**src/rtl/regmap_gen_pkg.sv**
```systemverilog
// Shared types and helpers for the regmap_gen register block.
// Holds the per-register access kind and the byte-lane count helper.
// No logic; imported by the interface, the register cell and the top.
package regmap_gen_pkg;

  typedef enum logic [1:0] {
    ACC_RW  = 2'd0,
    ACC_RO  = 2'd1,
    ACC_W1C = 2'd2
  } acc_t;

  // Number of byte lanes in a data word (data width is a multiple of 8).
  function automatic int unsigned lane_cnt(input int unsigned dw);
    return dw / 8;
  endfunction

endpackage

```
**src/rtl/regmap_gen_if.sv**
```systemverilog
// Register access bus: write/read strobes, address, data, byte enables, response.
// Requests are single-cycle strobes; responses arrive one cycle later.
// No backpressure: every strobe is accepted on the cycle it is high.
interface regmap_gen_if
  import regmap_gen_pkg::*;
#(
  parameter int ADDR_WIDTH = 4,
  parameter int DATA_WIDTH = 8
);

  logic                              i_wren;
  logic                              i_rden;
  logic [ADDR_WIDTH-1:0]             i_addr;
  logic [DATA_WIDTH-1:0]             i_wrdata;
  logic [lane_cnt(DATA_WIDTH)-1:0]   i_be;
  logic                              o_rdvalid;
  logic [DATA_WIDTH-1:0]             o_rddata;
  logic                              o_err;

  modport master (
    output i_wren, i_rden, i_addr, i_wrdata, i_be,
    input  o_rdvalid, o_rddata, o_err
  );

  modport slave (
    input  i_wren, i_rden, i_addr, i_wrdata, i_be,
    output o_rdvalid, o_rddata, o_err
  );

endinterface

```
**src/rtl/regmap_gen_reg.sv**
```systemverilog
// One register cell: byte-enabled RW storage, W1C sticky status, or plain RO (no storage).
// Latency: write lands at the rising edge where wr_en is high; q reflects it next cycle.
// No backpressure: wr_en is a qualified, always-accepted write.
module regmap_gen_reg
  import regmap_gen_pkg::*;
#(
  parameter int                    DATA_WIDTH = 8,
  parameter acc_t                  ACC        = ACC_RW,
  parameter logic [DATA_WIDTH-1:0] RST_VAL    = '0
) (
  input  logic                            clk,
  input  logic                            rst_n,
  input  logic                            wr_en,
  input  logic [DATA_WIDTH-1:0]           wr_data,
  input  logic [lane_cnt(DATA_WIDTH)-1:0] be,
  input  logic [DATA_WIDTH-1:0]           set_in,
  output logic [DATA_WIDTH-1:0]           q
);

  localparam int LANES = lane_cnt(DATA_WIDTH);

  logic [DATA_WIDTH-1:0] be_mask;

  // Expand byte enables into a per-bit mask.
  always_comb begin
    be_mask = '0;
    for (int k = 0; k < LANES; k++) begin
      be_mask[8*k +: 8] = {8{be[k]}};
    end
  end

  if (ACC == ACC_RW) begin : g_rw
    logic [DATA_WIDTH-1:0] val_d, val_q;
    logic                  unused_rw;
    assign unused_rw = ^set_in;

    // Merge enabled bytes of the write data over the current value.
    always_comb begin
      val_d = val_q;
      if (wr_en) begin
        val_d = (val_q & ~be_mask) | (wr_data & be_mask);
      end
    end

    // Register storage, reset to the configured RW reset value.
    always_ff @(posedge clk or negedge rst_n) begin
      if (!rst_n) val_q <= RST_VAL;
      else        val_q <= val_d;
    end

    assign q = val_q;
  end else if (ACC == ACC_W1C) begin : g_w1c
    logic [DATA_WIDTH-1:0] val_d, val_q;
    logic [DATA_WIDTH-1:0] clr;

    // Sticky bits: clear on written ones, then OR in new events so set wins.
    always_comb begin
      clr   = wr_en ? (wr_data & be_mask) : '0;
      val_d = (val_q & ~clr) | set_in;
    end

    // Sticky status storage, cleared on reset.
    always_ff @(posedge clk or negedge rst_n) begin
      if (!rst_n) val_q <= '0;
      else        val_q <= val_d;
    end

    assign q = val_q;
  end else begin : g_ro
    // Plain RO: the top reads the live source directly; nothing is stored here.
    logic unused_ro;
    assign unused_ro = ^{clk, rst_n, wr_en, wr_data, be_mask, set_in};
    assign q = '0;
  end

endmodule

```
**src/rtl/regmap_gen.sv**
```systemverilog
// Parameterised register map: RW registers plus RO inputs (sticky W1C status with REGMAP_GEN_W1C_EN).
// Latency: read data, o_rdvalid, o_err and o_wr_pulse appear one cycle after the strobe.
// No backpressure: one access per strobe cycle, back-to-back reads stream without bubbles.
module regmap_gen
  import regmap_gen_pkg::*;
#(
  parameter int                    ADDR_WIDTH = 4,
  parameter int                    DATA_WIDTH = 8,
  parameter int                    NUM_REGS   = 8,
  parameter logic [NUM_REGS-1:0]   RO_MASK    = NUM_REGS'(8'hAA),
  parameter logic [DATA_WIDTH-1:0] RW_RST     = '0
) (
  input  logic                           i_clk,
  input  logic                           i_rst_n,
  regmap_gen_if.slave                    bus,
  output logic [NUM_REGS*DATA_WIDTH-1:0] o_rw_regs,
  input  logic [NUM_REGS*DATA_WIDTH-1:0] i_ro_regs,
  output logic [NUM_REGS-1:0]            o_wr_pulse
);

`ifdef REGMAP_GEN_W1C_EN
  localparam acc_t                RO_KIND = ACC_W1C;
  localparam logic [NUM_REGS-1:0] WR_OK   = {NUM_REGS{1'b1}};
`else
  localparam acc_t                RO_KIND = ACC_RO;
  localparam logic [NUM_REGS-1:0] WR_OK   = ~RO_MASK;
`endif

  logic [NUM_REGS-1:0][DATA_WIDTH-1:0] reg_q;
  logic [NUM_REGS-1:0][DATA_WIDTH-1:0] reg_rd;

  logic [NUM_REGS-1:0]   sel;
  logic                  addr_ok;
  logic [DATA_WIDTH-1:0] rd_val;
  logic [NUM_REGS-1:0]   wr_en_vec;
  logic                  wr_acc;

  logic                  rdvalid_d, rdvalid_q;
  logic [DATA_WIDTH-1:0] rddata_d, rddata_q;
  logic                  err_d, err_q;
  logic [NUM_REGS-1:0]   wr_pulse_d, wr_pulse_q;

  for (genvar n = 0; n < NUM_REGS; n++) begin : g_reg
    localparam acc_t KIND = RO_MASK[n] ? RO_KIND : ACC_RW;

    regmap_gen_reg #(
      .DATA_WIDTH (DATA_WIDTH),
      .ACC        (KIND),
      .RST_VAL    (RW_RST)
    ) u_reg (
      .clk     (i_clk),
      .rst_n   (i_rst_n),
      .wr_en   (wr_en_vec[n]),
      .wr_data (bus.i_wrdata),
      .be      (bus.i_be),
      .set_in  (i_ro_regs[n*DATA_WIDTH +: DATA_WIDTH]),
      .q       (reg_q[n])
    );

    if (KIND == ACC_RO) begin : g_ro_src
      logic unused_q;
      assign unused_q  = ^reg_q[n];
      assign reg_rd[n] = i_ro_regs[n*DATA_WIDTH +: DATA_WIDTH];
    end else begin : g_q_src
      assign reg_rd[n] = reg_q[n];
    end

    // Only RW registers are exported; status registers show zero here.
    assign o_rw_regs[n*DATA_WIDTH +: DATA_WIDTH] = (KIND == ACC_RW) ? reg_q[n] : '0;
  end

  // Address decode, read mux (pre-write values), write qualification and response terms.
  always_comb begin
    sel    = '0;
    rd_val = '0;
    for (int n = 0; n < NUM_REGS; n++) begin
      if (bus.i_addr == ADDR_WIDTH'(n)) begin
        sel[n] = 1'b1;
        rd_val = reg_rd[n];
      end
    end
    addr_ok    = |sel;
    wr_en_vec  = bus.i_wren ? (sel & WR_OK) : '0;
    wr_acc     = |wr_en_vec;
    rdvalid_d  = bus.i_rden;
    rddata_d   = bus.i_rden ? (addr_ok ? rd_val : '0) : rddata_q;
    err_d      = (bus.i_rden & ~addr_ok) | (bus.i_wren & ~wr_acc);
    wr_pulse_d = wr_en_vec;
  end

  // Response registers; async reset aborts any access in flight.
  always_ff @(posedge i_clk or negedge i_rst_n) begin
    if (!i_rst_n) begin
      rdvalid_q  <= 1'b0;
      rddata_q   <= '0;
      err_q      <= 1'b0;
      wr_pulse_q <= '0;
    end else begin
      rdvalid_q  <= rdvalid_d;
      rddata_q   <= rddata_d;
      err_q      <= err_d;
      wr_pulse_q <= wr_pulse_d;
    end
  end

  assign bus.o_rdvalid = rdvalid_q;
  assign bus.o_rddata  = rddata_q;
  assign bus.o_err     = err_q;
  assign o_wr_pulse    = wr_pulse_q;

endmodule

```
**src/flat_wrapper.sv**
```systemverilog
// flat-port wrapper written by rule: the top's interface ports become plain ports
module regmap_gen_flat import regmap_gen_pkg::*;
#(
  parameter int                    ADDR_WIDTH = 4,
  parameter int                    DATA_WIDTH = 8,
  parameter int                    NUM_REGS   = 8,
  parameter logic [NUM_REGS-1:0]   RO_MASK    = NUM_REGS'(8'hAA),
  parameter logic [DATA_WIDTH-1:0] RW_RST     = '0
)
  (i_clk, i_rst_n, o_rw_regs, i_ro_regs, o_wr_pulse, bus_i_wren, bus_i_rden, bus_i_addr, bus_i_wrdata, bus_i_be, bus_o_rdvalid, bus_o_rddata, bus_o_err);
  regmap_gen_if #(.ADDR_WIDTH(ADDR_WIDTH), .DATA_WIDTH(DATA_WIDTH)) bus_i ();
  input  logic i_clk;
  input  logic i_rst_n;
  output logic [NUM_REGS*DATA_WIDTH-1:0] o_rw_regs;
  input  logic [NUM_REGS*DATA_WIDTH-1:0] i_ro_regs;
  output logic [NUM_REGS-1:0] o_wr_pulse;
  input wire logic [$bits(bus_i.i_wren)-1:0] bus_i_wren;
  input wire logic [$bits(bus_i.i_rden)-1:0] bus_i_rden;
  input wire logic [$bits(bus_i.i_addr)-1:0] bus_i_addr;
  input wire logic [$bits(bus_i.i_wrdata)-1:0] bus_i_wrdata;
  input wire logic [$bits(bus_i.i_be)-1:0] bus_i_be;
  output wire logic [$bits(bus_i.o_rdvalid)-1:0] bus_o_rdvalid;
  output wire logic [$bits(bus_i.o_rddata)-1:0] bus_o_rddata;
  output wire logic [$bits(bus_i.o_err)-1:0] bus_o_err;
  assign bus_i.i_wren = bus_i_wren;
  assign bus_i.i_rden = bus_i_rden;
  assign bus_i.i_addr = bus_i_addr;
  assign bus_i.i_wrdata = bus_i_wrdata;
  assign bus_i.i_be = bus_i_be;
  assign bus_o_rdvalid = bus_i.o_rdvalid;
  assign bus_o_rddata = bus_i.o_rddata;
  assign bus_o_err = bus_i.o_err;
  regmap_gen #(.ADDR_WIDTH(ADDR_WIDTH), .DATA_WIDTH(DATA_WIDTH), .NUM_REGS(NUM_REGS), .RO_MASK(RO_MASK), .RW_RST(RW_RST)) u_core (.i_clk(i_clk), .i_rst_n(i_rst_n), .bus(bus_i), .o_rw_regs(o_rw_regs), .i_ro_regs(i_ro_regs), .o_wr_pulse(o_wr_pulse));
endmodule
```
**config.mk**
```make
export PLATFORM = sky130hd
export DESIGN_NAME = regmap_gen_flat
export DESIGN_NICKNAME = d
export VERILOG_FILES = /design/src/rtl/regmap_gen_pkg.sv /design/src/rtl/regmap_gen_if.sv /design/src/rtl/regmap_gen_reg.sv /design/src/rtl/regmap_gen.sv /design/src/flat_wrapper.sv
export SDC_FILE = /design/constraint.sdc
export NUM_CORES = 1
export LEC_CHECK = 0
export BUFFER_PORTS_ARGS = -buffer_cell sky130_fd_sc_hd__buf_2
export CORE_ASPECT_RATIO = 0.7
export CORE_MARGIN = 1
export CORE_UTILIZATION = 32
export CTS_CLUSTER_SIZE = 10
export DETAILED_ROUTE_END_ITERATION = 8
export PLACE_DENSITY_LB_ADDON = 0.12
export SLEW_MARGIN = 20
export SYNTH_ARGS = -nofsm -noshare
export SYNTH_HDL_FRONTEND = slang
export SYNTH_SLANG_ARGS = --single-unit
```
**constraint.sdc**
```tcl
create_clock -name i_clk -period 1.25 [get_ports i_clk]
set_input_delay 0.375 -clock i_clk [delete_from_list [all_inputs] [get_ports i_clk]]
set_output_delay 0.375 -clock i_clk [all_outputs]
set_load 0.05 [all_outputs]
```
Yosys cells after proc, flatten, opt, wreduce, memory -nomap -nowiden
Cells that the tools add are included.
{ "word_totals": {"reg_bits": 50, "latchBits": 0, "mem_bits_rw": 0, "mem_bits_ro": 0, "output_inout_bits": 82, "n_memories": 0} }
{ "op_classes": {"add_sub_neg": 0, "multipliers": 0, "n_div": 0, "magnitude_cmp": 0, "eq_ne": 7, "n_shift": 0, "muxes": 18, "n_bitwise": 15, "n_reduce_logical": 3} }
{ "op_table": {"columns": ["cell", "count"], "rows": [
  ["8-bit 2-to-1 mux", 9],
  ["8-bit AND", 5],
  ["8-bit OR", 4],
  ["4-bit by 3-bit equality test with 1-bit output (second input constant)", 4],
  ["8-bit OR reduction", 2],
  ["4-bit by 2-bit equality test with 1-bit output (second input constant)", 2],
  ["1-bit 2-to-1 mux", 8],
  ["8-bit NOT", 1],
  ["7-bit 2-to-1 mux", 1],
  ["4-bit by 1-bit equality test with 1-bit output (second input constant)", 1],
  ["4-bit logical NOT", 1],
  ["1-bit AND", 2],
  ["1-bit NOT", 2],
  ["1-bit OR", 1]
]} }

Logic depth before layout (Yosys ltp)
Gate-level depths: netlist (run 1).
{ "logic_depth": {"depth_word": 10, "ltp_mapped": 7, "mapped_depth_nobuf": 4} }

Cells and area by module
From an unflattened synthesis (run 1), not the netlist that was laid out.
{ "unflattened": {"cells_unflattened": 234, "hier_area_um2": 2571.2} }
{ "modules_own_cells": {"columns": ["mod", "instances", "cells_per_inst", "area_each_um2"], "rows": [
  ["regmap_gen", 1, 166, 1385.1],
  ["regmap_gen_reg", 4, 17, 296.5]
]} }

Worst setup path after synthesis (run 1)
No wires, ideal clock.
{ "synth_path": {"path_type": "input -> register", "start": "in bus_i_addr[0]", "end": "reg (tool-made name)", "setup_ns": 0.125, "t_arrival_ns": 1.397, "required_time_ns": 1.125, "setup_slack_ns": -0.272, "stages": 5, "path_cell_list": "buf_6 nand2b_1 buf_2 nor2_2 mux2_2"} }
{ "synth_rtl": {"columns": ["item", "line_no", "text"], "rows": [
  ["from (decl)", "flat_wrapper.sv:19", "input wire logic [$bits(bus_i.i_addr)-1:0] bus_i_addr;"]
]} }

==> results.json, run 1 <==
{
  "period_minus_slack_ns": 1.35,
  "clk_pin_slew_ns": 0.06,
  "synth_adder_area_share_pct": 0,
  "async_flop_share_pct": 100,
  "grt_pass1_vias": 2332,
  "cap_violations": 0,
  "cts_tree": "yes",
  "io_buffers": 94,
  "crit_required_ns": 0.88,
  "yosys.area_share.simple_pct": 9.53,
  "swShare_pct": 37.7,
  "grt_max_degree": 47,
  "cts_root_buf": "clkbuf_16",
  "setup-violations-final": 28,
  "crit_arrival_ns": 0.98,
  "first_iter_violations": 163,
  "gp_congestion": 0.794,
  "synth_area_sq_mm": 0.00269,
  "max_freq_ghz": 0.741,
  "cts_max_path_buffers": 2,
  "status": "finished with violations",
  "hold_viol_final": 0,
  "period_share_pct": 108,
  "htree_levels": 2,
  "antenna_cells": 0,
  "maxSlewViolCount": 0,
  "holdBufCountCts": 0,
  "vias": 2412,
  "synth_top_area_share_pct": 42.8,
  "synth_top_cell_by_area": "dfrtp_1",
  "setup_slack_ns": -0.100,
  "cts_sinks": 46,
  "die-area_sq_mm": 0.00879,
  "dp.cells": 474,
  "p_clk_share_pct": 24.3,
  "rsz0062_at_grt": "yes",
  "path_class": "register to output port",
  "start_util_pct": 33.6,
  "startpoint_type": "register",
  "yosysMostFrequentCell": "dfrtp_1",
  "antenna_left": 0,
  "placed_cell_area_sq_mm": 0.00359,
  "grt_pass1_wl_microns": 13100,
  "p_int_uw": 3960,
  "grtUsageTotal_pct": 19.7,
  "comb_power_share_pct": 45.3,
  "worstHoldPathType": "input port to async pin",
  "vias_per_cell": 4.81,
  "seqPwrFrac_pct": 30.4,
  "p_leak_uw": 0.00217,
  "synth_edf_count": 0,
  "power_switching_uw": 2390,
  "dr.pass1.iters": 8,
  "synth_compound_area_share_pct": 14.0,
  "wire_per_inst_microns": 17.1,
  "clock_latency_ns": 0.29,
  "drt_wl_total_microns": 8590,
  "fp.dieW_microns": 112,
  "violations": "design-rule violations, negative setup slack",
  "muxShareOfSynthArea_pct": 19.7,
  "drive_gt1_share_pct": 59.3,
  "synth_common_cells": "dfrtp_1, mux2_2, buf_4, o21ai_0",
  "io_pins": 163,
  "dominantRegCellSynth": "dfrtp_1",
  "yosys-top-cells-area": "dfrtp_1, mux2_2, buf_4",
  "nNetsFinal": 481,
  "area_delta_synth_final_pct": 62.4,
  "fin_cells": 501,
  "yosysSeqAreaShare_pct": 42.8,
  "avgSynthCellArea_sq_um": 11.2,
  "crit_path_end_kind": "output port",
  "ir_drop_mv": 0.720,
  "dp_hpwl_microns": 6220,
  "fin_area_sq_mm": 0.00437,
  "synth_xor_area_share_pct": 0,
  "antenna_found_initial": 0,
  "core_area_sq_mm": 0.00801,
  "synth_top_family_by_area": "multiplexers",
  "row_count": 27,
  "route.detailed.drc": 8,
  "synth-warning-count": 0,
  "power_density_mw_per_mm2": 1450,
  "ys_ff_latch": 46,
  "synthDistinctLibCells": 44,
  "grt_remaining_overflow": 0,
  "die_h_microns": 78.7,
  "syn_inst": 240,
  "cp_max_fo": 2,
  "fin_skew_ns": 0.00540,
  "cts_buffers": 5
}
## layout make-up
| type | count | area [sq um] |
|---|---|---|
| clock inverters | 1 | 30.0 |
| multi-input cells | 178 | 1470 |
| repair buffers | 166 | 1440 |
| flip-flops and latches | 46 | 1150 |
| inverters | 3 | 13.8 |
| fillers | 694 | 3640 |
| clock buffers | 6 | 139 |
| well taps | 101 | 126 |
## worst paths after layout
check                                             from  cells past startpoint  slack [ns]                     end
worst max-delay path                          register                      2       -0.10           o_rw_regs[37]
worst max register to register                register                      5       -0.08  u_core.bus.o_rddata[5]
min in group i_clk                       i_ro_regs[47]                      3        0.36  u_core.bus.o_rddata[7]
worst min-delay path                           i_rst_n                      2        0.07               async pin
max in group asynchronous                      i_rst_n                      2        0.93               async pin
worst min register to register  u_core.bus.o_rddata[4]                      1        0.52  u_core.bus.o_rddata[4]
## power groups by stage
stage,Combinational [uW],Sequential [uW],Clock [uW]
floorplan,843,2710,0
global placement,2220,1920,0
detailed placement,2230,1920,0
CTS,2740,1940,1570
global route,3000,1960,1640
finish,2870,1930,1540
## layout by cell type (no fill, tap or decap), types with 8 or more instances in the layout
master and count:
buf_8 11, buf_4 53, o21ai_0 9, nand2_1 8, buf_2 49, conb_1 36, mux2i_1 9, dfrtp_1 43
mux2_4 21, o22ai_1 8, mux2_2 18, buf_6 46
## metal layers
| metal | global-route usage (%) | vias to the layer above | part of all wire [%] |
|---|---|---|---|
| li1 | - | 1130 | - |
| met1 | 29.9 | 1176 | 49 |
| met2 | 29.0 | 98 | 43 |
| met3 | 3.59 | 8 | 6.3 |
| met4 | 4.05 | 0 | 0.79 |
| met5 | 0 | - | 0 |
## worst max-delay path, stage by stage, from the launching register on
cell and delay, ns:
dfrtp_1 0.41, buf_6 0.14, buf_8 0.14
## per-stage QoR
stage | utilization, % | TNS (ns) | worst slack [ns] | power [uW] | hold WS, ns
2_1_floorplan | - | -7.09 | -0.231 | 3550 | 0.0794
3_3_place_gp | 44.9 | -12.88 | -0.398 | 4140 | 0.381
3_5_place_dp | 44.9 | -13.42 | -0.415 | 4150 | 0.383
4_1_cts | 52.6 | -2.06 | -0.0825 | 6260 | 0.0843
5_1_grt | 54.6 | -3.48 | -0.143 | 6600 | 0.0773
6_report | 54.6 | -1.87 | -0.100 | 6350 | 0.0687
## cells by family after synthesis
group | Yosys count
AOI/OAI and AO/OA | 56
buffers and inverters | 52
muxes | 48
DFF | 46
and+or+nand+nor | 37
other | 1
## what timing repair did
action	CTS	global route
endpoints found under the setup margin	66	78
pin swaps	8	9
setup buffers	9	10
endpoints found under the hold margin	0	0
gates resized for setup	119	20
gates cloned	0	2
Power figures use the tool's default switching activity.
==> run 2, diff against run 1 <==
Settings changed: CORE_MARGIN 1 to 3, MAX_ROUTING_LAYER set to met4.
==> results.json, run 2 (synthesized netlist as in run 1, its figures left out) <==
{
  "worstHoldPathType": "input port to async pin",
  "antenna_found_initial": 0,
  "first_iter_violations": 62,
  "holdBufCountCts": 0,
  "comb_power_share_pct": 47.5,
  "cap_violations": 0,
  "clk_pin_slew_ns": 0.06,
  "row_count": 27,
  "nNetsFinal": 482,
  "crit_buf_inv": 2,
  "hold_viol_final": 0,
  "dp_hpwl_microns": 6470,
  "crit_arrival_ns": 0.95,
  "clock_latency_ns": 0.29,
  "core_area_sq_mm": 0.00801,
  "path_class": "register to output port",
  "reg2regPathDepth": 5,
  "hold_slack_ns": 0.0557,
  "io_pins": 163,
  "die_h_microns": 82.7,
  "fp.dieW_microns": 116,
  "drt_wl_total_microns": 9320,
  "critPathTopFamily": "flip-flops",
  "drive_gt1_share_pct": 61.9,
  "period_share_pct": 106,
  "max_freq_ghz": 0.752,
  "power_switching_uw": 2440,
  "grtUsageTotal_pct": 19.9,
  "crit_required_ns": 0.88,
  "p_clk_share_pct": 21.7,
  "p_leak_uw": 0.00222,
  "preCtsSetupSlack_ns": -0.402,
  "setup_slack_ns": -0.0791,
  "wl_met2_microns": 4180,
  "violations": "negative setup slack",
  "final_core_util_pct": 56.1,
  "path_depth": 2,
  "seqPwrFrac_pct": 30.8,
  "grt_remaining_overflow": 0,
  "period_minus_slack_ns": 1.33,
  "dr.pass1.iters": 4,
  "power_density_mw_per_mm2": 1390,
  "worstPathCellList": "buf_6 -> buf_8",
  "setup_tns_ns": -0.990,
  "fin_cells": 503,
  "io_buffers": 94,
  "cts_tree": "yes",
  "ir_drop_mv": 0.848,
  "rsz0062_at_grt": "yes",
  "grt_pass1_wl_microns": 13800,
  "cts_root_buf": "clkbuf_16",
  "htree_levels": 2,
  "gp_congestion": 0.759,
  "p_int_uw": 3820,
  "vias": 2444,
  "mostFrequentLayoutCells": "buf_4, buf_2, buf_6",
  "cts_buffers": 5,
  "crit_path_end_kind": "output port",
  "start_util_pct": 33.6,
  "startpoint_type": "register",
  "status": "finished with violations",
  "wl_met1_microns": 4530,
  "grt_pass1_vias": 2426,
  "grt_max_degree": 47,
  "dp.cells": 466,
  "die-area_sq_mm": 0.00956,
  "antenna_left": 0,
  "cp_max_fo": 2,
  "vias_per_cell": 4.86,
  "cpMaxStageDelayCell": "dfrtp_2",
  "wire_per_inst_microns": 18.5,
  "swShare_pct": 39.0,
  "met3_wirelength_microns": 575,
  "cts_max_path_buffers": 2,
  "fin_skew_ns": 0.00179,
  "cts_sinks": 46,
  "antenna_cells": 0,
  "maxSlewViolCount": 0,
  "route.detailed.drc": 0,
  "area_delta_synth_final_pct": 66.8,
  "fillCellCount": 716,
  "top_layer_used": "met4",
  "setup-violations-final": 18,
  "slowest_delay_ns": 0.41,
  "final_common_cell": "buf_4"
}
## run 2: what timing repair did
item	CTS	global route
endpoints found under the setup margin	69	71
gates resized for setup	119	35
gates cloned	2	1
setup buffers	11	15
pin swaps	8	6
## run 2: power groups by stage
stage	clock network [uW]	logic, uW	registers, uW
after global placement	0	2210	1920
after CTS	1370	2760	1940
after detailed placement	0	2220	1920
after global routing	1440	3110	1960
final	1360	2980	1930
after floorplan	0	843	2710
## run 2: metrics by stage
| stage | total power [uW] | area (sq um) |
|---|---|---|
| 6_report | 6260 | 4490 |
| 5_1_grt | 6510 | 4490 |
| 4_1_cts | 6070 | 4240 |
| 3_5_place_dp | 4140 | 3560 |
| 3_3_place_gp | 4130 | 3560 |
| 2_1_floorplan | 3550 | 2920 |
## run 2: final timing paths
kind / start / end / slack (ns)
max reg2reg: register / u_core.bus.o_rddata[4] / -0.02
max in group asynchronous: i_rst_n / async pin / 0.94
min in group i_clk: bus_i_rden / u_core.bus.o_rdvalid / 0.28
min: i_rst_n / async pin / 0.06
min reg2reg: u_core.bus.o_rddata[5] / u_core.bus.o_rddata[5] / 0.54
max: register / o_rw_regs[2] / -0.08
## run 2: area by class of cell
class | instances | area (sq um) | share of cell area, %
multi-input cells | 178 | 1530 | 34.1
clock buffers | 7 | 143 | 3.18
repair buffers | 167 | 1520 | 33.8
well taps | 101 | 126 | 2.81
flip-flops and latches | 46 | 1150 | 25.7
inverters | 3 | 13.8 | 0.307
clock inverters | 1 | 5.00 | 0.111
## run 2: metal layers
| metal | vias to the layer above | GRT usage [%] |
|---|---|---|
| li1 | 1132 | - |
| met1 | 1211 | 28.5 |
| met2 | 96 | 30.4 |
| met3 | 5 | 3.42 |
| met4 | 0 | 2.43 |
| met5 | - | - |
